[config.mk]
export PLATFORM = sky130hd
export DESIGN_NAME = vga_timing_monitor
export DESIGN_NICKNAME = d
export VERILOG_FILES = /design/src/rtl/vga_timing_monitor.sv
export SDC_FILE = /design/constraint.sdc
export NUM_CORES = 1
export LEC_CHECK = 0
export ABC_CLOCK_PERIOD_IN_PS = 2700
export BUFFER_PORTS_ARGS = -buffer_cell sky130_fd_sc_hd__buf_2
export CORE_MARGIN = 8
export CORE_UTILIZATION = 44
export CTS_CLUSTER_SIZE = 30
export DETAILED_ROUTE_END_ITERATION = 12
export PLACE_DENSITY_LB_ADDON = 0.3
export SLEW_MARGIN = 25
export SYNTH_ARGS = -nofsm -noshare
export SYNTH_HDL_FRONTEND = slang
export SYNTH_SLANG_ARGS = --single-unit
export TNS_END_PERCENT = 1
[constraint.sdc]
create_clock -name clk -period 2.7 [get_ports clk]
set_input_delay 0.54 -clock clk [delete_from_list [all_inputs] [get_ports clk]]
set_output_delay 0.54 -clock clk [all_outputs]
set_load 0.02 [all_outputs]
[src/rtl/vga_timing_monitor.sv]
// Passive checker for VGA generator timing: measures line/frame geometry on ce_pix samples,
// compares against expected values and reports lock, sticky errors and a per-frame strobe.
module vga_timing_monitor #(
  parameter int unsigned EXP_HACTIVE = 640,
  parameter int unsigned EXP_HTOTAL  = 800,
  parameter int unsigned EXP_HSYNC   = 96,
  parameter int unsigned EXP_VACTIVE = 480,
  parameter int unsigned EXP_VTOTAL  = 525,
  parameter int unsigned EXP_VSYNC   = 2,
  parameter int unsigned LOCK_FRAMES = 2
) (
  input  logic        clk,
  input  logic        reset_n,
  input  logic        ce_pix,
  input  logic        HBlank,
  input  logic        HSync,
  input  logic        VBlank,
  input  logic        VSync,
  input  logic        clr_err,
  output logic [11:0] meas_hactive,
  output logic [11:0] meas_htotal,
  output logic [11:0] meas_hsync,
  output logic [11:0] meas_vactive,
  output logic [11:0] meas_vtotal,
  output logic [11:0] meas_vsync,
  output logic        frame_done,
  output logic        locked,
  output logic [6:0]  err
);

  localparam int unsigned CW = 12;
  localparam int unsigned GW = 4;
  localparam logic [CW-1:0] CMAX   = '1;
  localparam logic [CW-1:0] E_HACT = CW'(EXP_HACTIVE);
  localparam logic [CW-1:0] E_HTOT = CW'(EXP_HTOTAL);
  localparam logic [CW-1:0] E_HSY  = CW'(EXP_HSYNC);
  localparam logic [CW-1:0] E_VACT = CW'(EXP_VACTIVE);
  localparam logic [CW-1:0] E_VTOT = CW'(EXP_VTOTAL);
  localparam logic [CW-1:0] E_VSY  = CW'(EXP_VSYNC);
  localparam logic [GW-1:0] LOCK_N = GW'(LOCK_FRAMES);

  logic          hb_q, vb_q;
  logic          h_armed, v_armed;
  logic          h_bad, to_frame;
  logic [CW-1:0] hcnt, hact, hsy;
  logic [CW-1:0] vtot, vact, vsy;
  logic [GW-1:0] good_cnt;

  logic          ls, fs, h_chk, v_chk, to_hit, frame_good;
  logic [2:0]    h_mis, v_mis;
  logic [6:0]    err_set;
  logic [GW-1:0] good_inc;

  function automatic logic [CW-1:0] sat_inc(input logic [CW-1:0] a, input logic inc);
    return (inc && (a != CMAX)) ? a + CW'(1) : a;
  endfunction

  // Event detection, comparisons and frame verdict for the current sample
  always_comb begin
    ls         = ce_pix & ~HBlank & hb_q;
    fs         = ce_pix & ~VBlank & vb_q;
    h_chk      = ls & h_armed;
    v_chk      = fs & v_armed;
    h_mis      = {hsy != E_HSY, hcnt != E_HTOT, hact != E_HACT};
    v_mis      = {vsy != E_VSY, vtot != E_VTOT, vact != E_VACT};
    // hcnt is about to reach (or sits at) saturation: the line never ended
    to_hit     = ce_pix & ~ls & (hcnt >= (CMAX - CW'(1)));
    err_set    = {to_hit, (v_chk ? v_mis : 3'b000), (h_chk ? h_mis : 3'b000)};
    frame_good = (v_mis == 3'b000) & ~h_bad & ~(h_chk & (|h_mis)) & ~to_frame & ~to_hit;
    good_inc   = (good_cnt >= LOCK_N) ? LOCK_N : good_cnt + GW'(1);
  end

  always_ff @(posedge clk) begin
    if (!reset_n) begin
      hb_q         <= 1'b0;
      vb_q         <= 1'b0;
      h_armed      <= 1'b0;
      v_armed      <= 1'b0;
      h_bad        <= 1'b0;
      to_frame     <= 1'b0;
      hcnt         <= '0;
      hact         <= '0;
      hsy          <= '0;
      vtot         <= '0;
      vact         <= '0;
      vsy          <= '0;
      good_cnt     <= '0;
      meas_hactive <= '0;
      meas_htotal  <= '0;
      meas_hsync   <= '0;
      meas_vactive <= '0;
      meas_vtotal  <= '0;
      meas_vsync   <= '0;
      frame_done   <= 1'b0;
      locked       <= 1'b0;
      err          <= '0;
    end else begin
      frame_done <= 1'b0;
      err        <= (clr_err ? 7'd0 : err) | err_set;
      if (ce_pix) begin
        hb_q <= HBlank;
        vb_q <= VBlank;

        // Horizontal counters
        if (ls) begin
          h_armed <= 1'b1;
          if (h_armed) begin
            meas_hactive <= hact;
            meas_htotal  <= hcnt;
            meas_hsync   <= hsy;
          end
          hcnt <= CW'(1);
          hact <= CW'(1);
          hsy  <= CW'(HSync);
        end else begin
          hcnt <= sat_inc(hcnt, 1'b1);
          hact <= sat_inc(hact, ~HBlank);
          hsy  <= sat_inc(hsy, HSync);
        end

        // Vertical counters; a line starting with the frame belongs to the new frame
        if (fs) begin
          v_armed <= 1'b1;
          if (v_armed) begin
            meas_vactive <= vact;
            meas_vtotal  <= vtot;
            meas_vsync   <= vsy;
            frame_done   <= 1'b1;
          end
          vtot <= CW'(ls);
          vact <= CW'(ls);
          vsy  <= CW'(ls & VSync);
        end else if (ls) begin
          vtot <= sat_inc(vtot, 1'b1);
          vact <= sat_inc(vact, ~VBlank);
          vsy  <= sat_inc(vsy, VSync);
        end

        if (fs)
          h_bad <= 1'b0;
        else if (h_chk && (|h_mis))
          h_bad <= 1'b1;

        if (fs)
          to_frame <= 1'b0;
        else if (to_hit)
          to_frame <= 1'b1;

        // Lock tracking
        if (v_chk) begin
          if (frame_good) begin
            good_cnt <= good_inc;
            locked   <= (good_inc == LOCK_N);
          end else begin
            good_cnt <= '0;
            locked   <= 1'b0;
          end
        end
        if (to_hit) begin
          good_cnt <= '0;
          locked   <= 1'b0;
        end
      end
    end
  end

endmodule

======== After elaboration in Yosys (flattened, before gate mapping) ========
Index checks and enable logic that the tools add are counted.
cells by class
  $add $sub $neg .......................... 7
  $lt $le $gt $ge ......................... 2
  eq/ne operators ......................... 13
  muxes and demuxes ....................... 30
  bitwise logic cells ..................... 22
  reductions and logical operators ........ 31
operator list
  kind                   count
  $mux 12                15
  $add 12x1->12 const B  6
  $ne 12x12->1 const B   6
  $ne 12x10->1 const B   3
  $reduce_bool 2->1      10
  $reduce_and 3->1       6
  $mux 4                 4
  $reduce_and 2->1       8
  $and 1x1->1            14
  $ge 12x12->1 const B   1
  $ne 12x2->1 const B    1
  $ne 12x7->1 const B    1
  $ne 12x9->1 const B    1
  $mux 1                 8
  $mux 7                 1
  $not 1->1              7
  $or 7x7->7             1
  $mux 3                 2
  $logic_and 1x1->1      5
  $add 4x1->4 const B    1
  $eq 4x2->1 const B     1
  $ge 4x2->1 const B     1
  $logic_not 3->1        1
  $reduce_or 3->1        1
word-level totals
  register bits ........................... 163
  output and inout port bits .............. 81
  word-level logic and storage cells ...... 127

======== Logic depth before layout (Yosys ltp) ========
Gate-level depths: netlist (run 1).
  depth after elaboration ................. 12
  mapped depth ............................ 8
  depth with buffers taken out ............ 7

======== Worst setup path after synthesis (run 1) ========
Ideal clock, no wire load.
  path kind ............................... input -> register
  start ................................... input port reset_n
  end ..................................... register good_cnt[0]
  arrival time ............................ 1.776 ns
  data required time ...................... 2.631 ns
  setup slack ............................. 0.855 ns
  stages on the path ...................... 6
  path buffers ............................ 1
  cell sequence ........................... clkbuf_1 -> nor4b_1 -> nand4_1 -> a2111oi_2 -> nand3_1 -> o21ai_1
RTL lines
  element               RTL line  text
  from (decl)           13        input logic reset_n,
  to (signal assigned)  152       good_cnt <= good_inc;
  to (decl)             47        logic [GW-1:0] good_cnt;

======== Worst setup path in the final report (run 1) ========
  start ................................... register hsy[0]
  end ..................................... register hsy[8]
on the way
  longest elaborated chain between the ends .. 4
RTL lines
  element                                                RTL line  text
  from (decl)                                            45        logic [CW-1:0] hcnt, hact, hsy;
  from (signal assigned)                                 114       hsy <= CW'(HSync);
  from (signal assigned)                                 118       hsy <= sat_inc(hsy, HSync);
  branches (longest 4 deep; another with $add 12x1->12)  --
Parallel ways; which one is timed is not known. The select of a mux whose other input is x is not followed.
A chain may end at the register's enable or synchronous reset.

==> results of run 1 <==
stage by stage:
step | power (mW) | cells | setup WS (ns)
2_1_floorplan | 2.58 | 848 | 0.855
3_3_place_gp | 2.63 | 1116 | 0.551
3_5_place_dp | 2.63 | 1116 | 0.467
4_1_cts | 4.89 | 1148 | 0.730
5_1_grt | 5.01 | 1148 | 0.502
6_report | 4.83 | 1148 | 0.728
cell type report:
| cell class | instances | area [um^2] | area share |
|---|---|---|---|
| inverters | 16 | 60.1 | 0.00726 |
| well taps | 216 | 270 | 0.0327 |
| flip-flops and latches | 163 | 3260 | 0.395 |
| multi-input cells | 618 | 3560 | 0.430 |
| clock inverters | 12 | 97.6 | 0.0118 |
| clock buffers | 20 | 467 | 0.0564 |
| repair buffers | 103 | 553 | 0.0669 |
synth_stat cells, drive strengths merged (3+ instances only):
cell type,number
ha,15
o21ai,17
nand2,181
nor2b,4
xor2,28
nor4b,7
dfxtp,163
or3,9
nand4,26
a21boi,36
and3b,3
and3,11
mux2i,3
nand3,30
a41oi,3
and4,5
clkbuf,31
and2,6
or4,3
nor3,23
and4b,4
xnor2,22
a21oi,60
o21a,3
inv,15
a31oi,4
nor4,13
a211oi,4
nor2,70
nand4b,5
buf,20
o211ai,3
registers in the layout (all words and copies together), names as in the netlist, 7 cells and up:
| name | cells |
|---|---|
| meas_hsync | 12 |
| hcnt | 12 |
| meas_hactive | 12 |
| err | 7 |
| meas_htotal | 12 |
| meas_vactive | 12 |
| hsy | 12 |
| vtot | 12 |
| vsy | 12 |
| hact | 12 |
| vact | 12 |
| meas_vtotal | 12 |
| meas_vsync | 12 |
power by group through the flow:
| stage | combinational, mW | sequential [mW] | clock [mW] |
|---|---|---|---|
| after global placement | 0.137 | 2.49 | 0 |
| after floorplan | 0.101 | 2.48 | 0 |
| after CTS | 0.138 | 2.43 | 2.32 |
| after detailed placement | 0.138 | 2.49 | 0 |
| after global routing | 0.155 | 2.44 | 2.42 |
| final | 0.137 | 2.43 | 2.26 |
layer usage:
metal	up-vias	wire length, um	track usage	part of all wire
li1	3068	-	-	-
met1	2763	7860	0.214	0.47
met2	113	7660	0.274	0.46
met3	25	753	0.0427	0.045
met4	0	363	0.0699	0.022
met5	-	0	0	0
critical path: stages (launching register included):
cell and delay [ns]:
dfxtp_1 0.50, ha_1 0.33, nand4_1 0.19, o311a_1 0.46, nand4_1 0.15, xor2_1 0.16
nor2_1 0.05
cell families (layout without fill, tap and decap cells):
kind of cell	Yosys count	in the layout	synth area share
buffers and inverters	67	151	0.0406
XOR/XNOR	50	50	0.0616
adder cells (fa/ha/maj)	15	15	0.0264
flip-flops	163	163	0.459
multiplexers	3	3	0.00422
AND/OR/NAND/NOR	408	408	0.282
AO/OA/AOI/OAI	142	142	0.127
worst max path at each step:
stage	startpoint	end	slack (ns)	depth (start not counted)
after CTS	hsy[0]	hsy[3]	0.73	6
after detailed placement	ce_pix	good_cnt[2]	0.47	6
after floorplan	reset_n	good_cnt[0]	0.85	6
after global placement	ce_pix	meas_hactive[11]	0.55	7
final	hsy[0]	hsy[8]	0.73	6
after global routing	vsy[0]	good_cnt[2]	0.50	7
==> results.py, run 1 <==
metrics = {
    "status": {
        "status": "completed",
    },
    "sta": {
        "whs_ns": 0.414,
        "tightest_slew_ns": 0.595,
        "skew_ns": 0.0122,
        "period_share": 0.730,
        "slew_headroom": 0.601,
        "setup-violations-final": 0,
        "hold_violations": 0,
        "rsz0062_at_grt": "false",
        "fmax_ghz": 0.507,
        "tns_ns": 0,
        "period_minus_slack_ns": 1.97,
        "drv_slew": 0,
    },
    "final_layout": {
        "n_fill_cell": 1526,
        "syn2layout_area_growth_pct": 16.3,
        "final_common_cell": "nand2_1",
        "fin_nets": 942,
        "postLayoutCellArea_um2": 8270,
        "mostFrequentLayoutCells": "nand2_1, dfxtp_1, buf_2, nor2_1, a21oi_1",
        "drive_above_1_share": 0.157,
        "utilization": 0.522,
        "n_antenna_cell": 0,
    },
    "logic_synthesis": {
        "syn_avg_cell_area_um2": 8.39,
        "syn_nets": 871,
        "syn_inst": 848,
        "ys_types": 58,
        "ys_ff_latch": 163,
        "synth_area_um2": 7110,
        "synthArstFlopShare": 0,
        "synth_edf_count": 0,
        "synth_area_leaders": "dfxtp_1, nand2_1, a21oi_1",
        "yosysTopAreaCell": "dfxtp_1",
        "synth_flop_cell": "dfxtp_1",
        "yosysWarningCount": 0,
        "ys_seq_area_frac": 0.459,
        "yosysTopAreaCellShare": 0.459,
    },
    "global_routing": {
        "antenna_found_initial": 0,
        "grt_pass1_vias": 5682,
        "grt_pass1_wl_um": 28100,
        "grt_overflow": 0,
        "grt_max_degree": 50,
        "grt_usage": 0.171,
    },
    "routing": {
        "num_vias": 5969,
        "drt-total-wl_um": 16600,
        "ant_nets": 0,
        "dr.pass1.iters": 4,
        "drc": 0,
        "vias_per_cell": 5.20,
        "wl_per_cell_um": 14.5,
        "drt_iter0_drc": 417,
    },
    "clock_tree": {
        "htreeDepth": 4,
        "cts_buffer_depth": 2,
        "clkLatencyLatePin_ns": 0.43,
        "cts_tree": "done",
        "post_cts_resized": 0,
        "numCtsBuffers": 17,
        "path_clk_slew_ns": 0.07,
        "ctsHoldBuffers": 0,
        "postCtsSetupBuffers": 0,
        "clockRootBuffer": "clkbuf_16",
        "cts.sinks": 163,
    },
    "worst_setup_path": {
        "rr_startpoint": "hsy[0]",
        "end_kind": "register",
        "timing.reg2reg.setup_slack_ns": 0.73,
        "crit_required_ns": 3.00,
        "crit_path_start_kind": "register",
        "cp.arrival_ns": 2.27,
        "r2r-end": "hsy[8]",
        "r2r_cells": 6,
        "critPathKind": "reg2reg",
        "path_max_fanout": 10,
    },
    "hold_path": {
        "hold_end": "meas_vtotal[11]",
        "min_path_cells": 2,
        "min_from": "reset_n",
        "hp-class": "in2reg",
    },
    "pwr": {
        "p_sw_mw": 1.11,
        "ir_drop_mv": 0.380,
        "switching_share": 0.229,
        "clockPowerShare": 0.468,
        "p_per_area_nw_per_um2": 585,
        "leakage_nw": 3.10,
        "p_seq_frac": 0.504,
        "p_int_mw": 3.73,
        "power_frac_comb": 0.028,
    },
    "floorplan": {
        "rows": 46,
        "die_h_um": 143,
        "core_area_um2": 15800,
        "fp.dieW_um": 143,
        "initial_utilization": 0.449,
        "dieArea_um2": 20500,
        "io_pins": 89,
    },
    "placement": {
        "dpl_cell_area_um2": 7700,
        "gp_congestion": 0.845,
        "io_buffers": 88,
        "dp_hpwl_um": 11800,
    },
    "job": {
        "max_cap_viol_count": 0,
    },
}
Note: power is estimated with default switching activity, not from simulation.
==> run 2, diff against run 1 <==
Settings changed: ABC_CLOCK_PERIOD_IN_PS 2700 to 2000.
Clock period 2.7 ns to 2 ns, I/O delays scaled along.
==> results.py, run 2 (synthesized netlist as in run 1, its figures left out) <==
metrics = {
    "status": {
        "status": "completed",
    },
    "placement": {
        "io_buffers": 88,
        "dp_hpwl_um": 12200,
        "gp_congestion": 0.855,
        "dpl_cell_area_um2": 7960,
    },
    "routing": {
        "met3_wirelength_um": 860,
        "dr_wl_met2_um": 8030,
        "dr.pass1.iters": 6,
        "wl_per_cell_um": 14.6,
        "vias_per_cell": 5.22,
        "ant_nets": 0,
        "num_vias": 6160,
        "top_layer": "met4",
        "drc": 0,
        "drt_iter0_drc": 473,
        "wl_met1_um": 8000,
        "drt-total-wl_um": 17200,
    },
    "sta": {
        "skew_ns": 0.00839,
        "tightest_slew_ns": 0.572,
        "period_share": 0.919,
        "hold_violations": 0,
        "setup-violations-final": 0,
        "drv_slew": 0,
        "fmax_ghz": 0.544,
        "slew_headroom": 0.616,
        "whs_ns": 0.297,
        "rsz0062_at_grt": "false",
        "period_minus_slack_ns": 1.84,
    },
    "worst_setup_path": {
        "end_kind": "register",
        "critPathKind": "reg2reg",
        "slowest_stage": "or4_4",
        "worst-path-buf-inv": 1,
        "path_max_fanout": 6,
        "crit_family": "simple AND/OR/NAND/NOR gates",
        "cp.arrival_ns": 2.20,
        "crit_required_ns": 2.36,
        "critPathMaxStageDelay_ns": 0.58,
        "crit_path_start_kind": "register",
        "crit_chain": "inv_1 > ha_1 > and4b_1 > a41oi_1 > or4_4 > o21ai_1",
    },
    "global_routing": {
        "antenna_found_initial": 1,
        "grt_max_degree": 43,
        "grt_pass1_wl_um": 28300,
        "grt_overflow": 0,
        "grt_pass1_vias": 5730,
        "grt_usage": 0.172,
    },
    "job": {
        "max_cap_viol_count": 0,
    },
    "floorplan": {
        "fp.dieW_um": 143,
        "core_area_um2": 15800,
        "die_h_um": 143,
        "initial_utilization": 0.449,
        "rows": 46,
        "dieArea_um2": 20500,
        "io_pins": 89,
    },
    "clock_tree": {
        "path_clk_slew_ns": 0.07,
        "postCtsSetupBuffers": 0,
        "htreeDepth": 4,
        "cts.sinks": 163,
        "numCtsBuffers": 17,
        "clkLatencyLatePin_ns": 0.43,
        "cts_tree": "done",
        "cts_buffer_depth": 2,
        "ctsHoldBuffers": 0,
        "clockRootBuffer": "clkbuf_16",
    },
    "final_layout": {
        "final_common_cell": "nand2_1",
        "fin_nets": 973,
        "drive_above_1_share": 0.184,
        "mostFrequentLayoutCells": "nand2_1, dfxtp_1, buf_2, nor2_1, a21oi_1",
        "utilization": 0.550,
        "postLayoutCellArea_um2": 8710,
        "n_fill_cell": 1484,
        "syn2layout_area_growth_pct": 22.5,
    },
    "pwr": {
        "leakage_nw": 3.35,
        "p_per_area_nw_per_um2": 850,
        "ir_drop_mv": 0.552,
    },
    "hold_path": {
        "hp-class": "in2reg",
    },
}
-- run 2: changes by cell type in the layout (fill, tap and decap cells not counted), sizes merged --
cell | before | now
clkinvlp | 3 | 1
buf | 103 | 134
inv | 19 | 16
clkbuf | 20 | 19
bufinv | 0 | 8
clkinv | 6 | 4
diode | 0 | 1
-- run 2: metrics by stage --
step	setup WS, ns	instances	power, mW	setup TNS [ns]
global route	0.0131	1180	7.64	0
detailed placement	-0.0343	1147	3.56	-0.0942
CTS	0.0976	1179	7.47	0
floorplan	0.271	848	3.49	0
finish	0.163	1180	7.40	0
global placement	0.0314	1147	3.56	0
-- run 2: timing repair --
action                     CTS  global route
pin swaps                    0             2
setup endpoints to repair    5             5
resized for setup            1             3
-- run 2: area by class of cell --
type / instances / area [um^2] / share of cell area
sequential: 163 / 3260 / 0.375
timing repair buffer: 134 / 811 / 0.0931
clock inverter: 13 / 279 / 0.0320
multi-input combinational: 618 / 3590 / 0.412
clock buffer: 19 / 433 / 0.0497
inverter: 16 / 60.1 / 0.00690
antenna: 1 / 2.50 / 0.000287
tap: 216 / 270 / 0.0310
-- run 2: path summary, 6_finish.rpt --
path / endpoint / startpoint / cells after the start / slack (ns)
max: good_cnt[2] / hcnt[1] / 6 / 0.16
min: vb_q / VBlank / 3 / 0.30
max reg2reg: good_cnt[2] / hcnt[1] / 6 / 0.16
min reg2reg: meas_vactive[8] / meas_vactive[8] / 2 / 0.45
-- run 2: power by group --
part           internal (mW)  total, mW  switching (mW)  leakage, nW
Combinational         0.0754      0.201           0.126         1.69
Clock                   2.60       3.92            1.32        0.342
Sequential              3.26       3.29          0.0239         1.31
Total                   5.94       7.40            1.47         3.35
-- run 2: worst min-delay path, stage by stage --
cell,delay (ns)
buf_2,0.11
mux2i_1,0.07
nor2b_1,0.10
-- run 2: per-layer routing --
layer	up-vias	track usage
met3	19	0.0491
met2	123	0.280
li1	3140	-
met1	2878	0.213
met4	0	0.0576
met5	-	0
==> run 3, diff against run 2 <==
Settings changed: ABC_CLOCK_PERIOD_IN_PS 2000 to 1900, PLACE_DENSITY_LB_ADDON 0.3 to unset.
Clock period 2 ns to 1.9 ns, I/O delays scaled along.
==> results.py, run 3 (synthesized netlist as in run 1, its figures left out) <==
metrics = {
    "status": {
        "status": "completed",
    },
    "routing": {
        "dr.pass1.iters": 4,
        "drt_iter0_drc": 350,
        "ant_nets": 0,
        "drc": 0,
        "num_vias": 6124,
        "vias_per_cell": 5.12,
        "drt-total-wl_um": 17300,
        "wl_per_cell_um": 14.5,
    },
    "clock_tree": {
        "ctsHoldBuffers": 0,
        "path_clk_slew_ns": 0.06,
        "htreeDepth": 4,
        "cts_tree": "done",
        "cts_buffer_depth": 2,
        "postCtsSetupBuffers": 0,
        "clockRootBuffer": "clkbuf_16",
        "cts.sinks": 163,
        "numCtsBuffers": 17,
        "clkLatencyLatePin_ns": 0.43,
    },
    "final_layout": {
        "multiInputGateArea_um2": 3590,
        "final_common_cell": "nand2_1",
        "regArea_um2": 3260,
        "fin_nets": 992,
        "drive_above_1_share": 0.201,
        "utilization": 0.552,
        "mostFrequentLayoutCells": "nand2_1, dfxtp_1, buf_2, nor2_1, buf_4",
        "n_antenna_cell": 0,
        "n_fill_cell": 1560,
        "syn2layout_area_growth_pct": 22.8,
        "final_cells": 1196,
    },
    "global_routing": {
        "grt_max_degree": 52,
        "grt_overflow": 0,
        "grt_pass1_vias": 5713,
        "grt_usage": 0.178,
        "antenna_found_initial": 0,
        "grt_pass1_wl_um": 29100,
    },
    "worst_setup_path": {
        "crit_family": "simple AND/OR/NAND/NOR gates",
        "end_kind": "register",
        "worst-path-buf-inv": 1,
        "cp.arrival_ns": 2.15,
        "crit_path_start_kind": "register",
        "path_max_fanout": 6,
        "critPathMaxStageDelay_ns": 0.58,
        "critPathKind": "reg2reg",
        "crit_required_ns": 2.26,
        "slowest_stage": "or4_4",
        "crit_chain": "inv_1 > ha_1 > and4b_1 > a31oi_1 > or4_4 > o21ai_1",
    },
    "sta": {
        "setup-violations-final": 0,
        "drv_slew": 0,
        "hold_violations": 0,
        "rsz0062_at_grt": "false",
        "period_minus_slack_ns": 1.79,
        "period_share": 0.942,
        "skew_ns": 0.00956,
        "tightest_slew_ns": 0.611,
        "fmax_ghz": 0.559,
        "tns_ns": 0,
        "slew_headroom": 0.589,
    },
    "job": {
        "max_cap_viol_count": 0,
    },
    "floorplan": {
        "dieArea_um2": 20500,
        "die_h_um": 143,
        "fp.dieW_um": 143,
        "io_pins": 89,
        "rows": 46,
        "core_area_um2": 15800,
        "initial_utilization": 0.449,
    },
    "placement": {
        "dp_hpwl_um": 12300,
        "gp_congestion": 0.805,
        "io_buffers": 88,
        "dpl.cell_count": 1166,
    },
    "hold_path": {
        "hp-class": "in2reg",
    },
    "pwr": {
        "ir_drop_mv": 0.595,
        "leakage_nw": 3.39,
        "p_per_area_nw_per_um2": 804,
    },
}
[run 3: changes by cell type in the layout (fill, tap and decap cells not counted), sizes merged]
cell and delta:
buf +19, bufinv -6, clkbuf +2, clkinv +2, clkinvlp +1, diode -1
inv -1
[run 3: final cells by class]
| type | instances | share of cell area |
|---|---|---|
| flip-flops and latches | 163 | 0.374 |
| well taps | 216 | 0.0309 |
| inverters | 16 | 0.00688 |
| repair buffers | 153 | 0.112 |
| clock buffers | 21 | 0.0527 |
| clock inverters | 9 | 0.0123 |
| multi-input cells | 618 | 0.412 |
[run 3: report_power, final]
part	internal [mW]	switching, mW	total (mW)	leakage, nW
Clock	1.98	1.35	3.34	0.275
Combinational	0.0945	0.142	0.236	1.80
Sequential	3.43	0.0166	3.45	1.31
[run 3: worst min-delay path, cell delays in order]
cell	delay (ns)
buf_2	0.09
nor2b_1	0.04
o21a_1	0.15
[run 3: metal layers]
metal | up-vias | global-route usage | wire, um | part of all wire
met3 | 21 | 0.0431 | 792 | 0.046
li1 | 3167 | - | - | -
met5 | - | 0 | 0 | 0
met2 | 94 | 0.278 | 7900 | 0.46
met1 | 2842 | 0.232 | 8380 | 0.48
met4 | 0 | 0.0677 | 237 | 0.014
[run 3: worst paths after layout]
path,depth (start not counted),startpoint,slack [ns],endpoint
worst max-delay path,6,hsy[1],0.11,good_cnt[0]
worst min-delay path,3,clr_err,0.28,err[6]
worst max register to register,6,hsy[1],0.11,good_cnt[0]
worst min register to register,2,meas_vsync[0],0.45,meas_vsync[0]
[run 3: stage by stage]
step | total power [mW] | setup slack [ns] | hold WS (ns) | instance area, um^2
global route | 7.28 | 0.00755 | 0.263 | 8730
finish | 7.02 | 0.111 | 0.277 | 8730
detailed placement | 3.76 | -0.0118 | 0.446 | 8130
CTS | 7.11 | 0.0603 | 0.256 | 8700
global placement | 3.76 | 0.0410 | 0.441 | 8130
floorplan | 3.67 | 0.171 | 0.425 | 7110
[run 3: repair_timing]
| item | 4_1_cts | 5_1_grt |
|---|---|---|
| setup endpoints to repair | 2 | 7 |
| pin swaps | 0 | 2 |
| gates resized for setup | 1 | 5 |
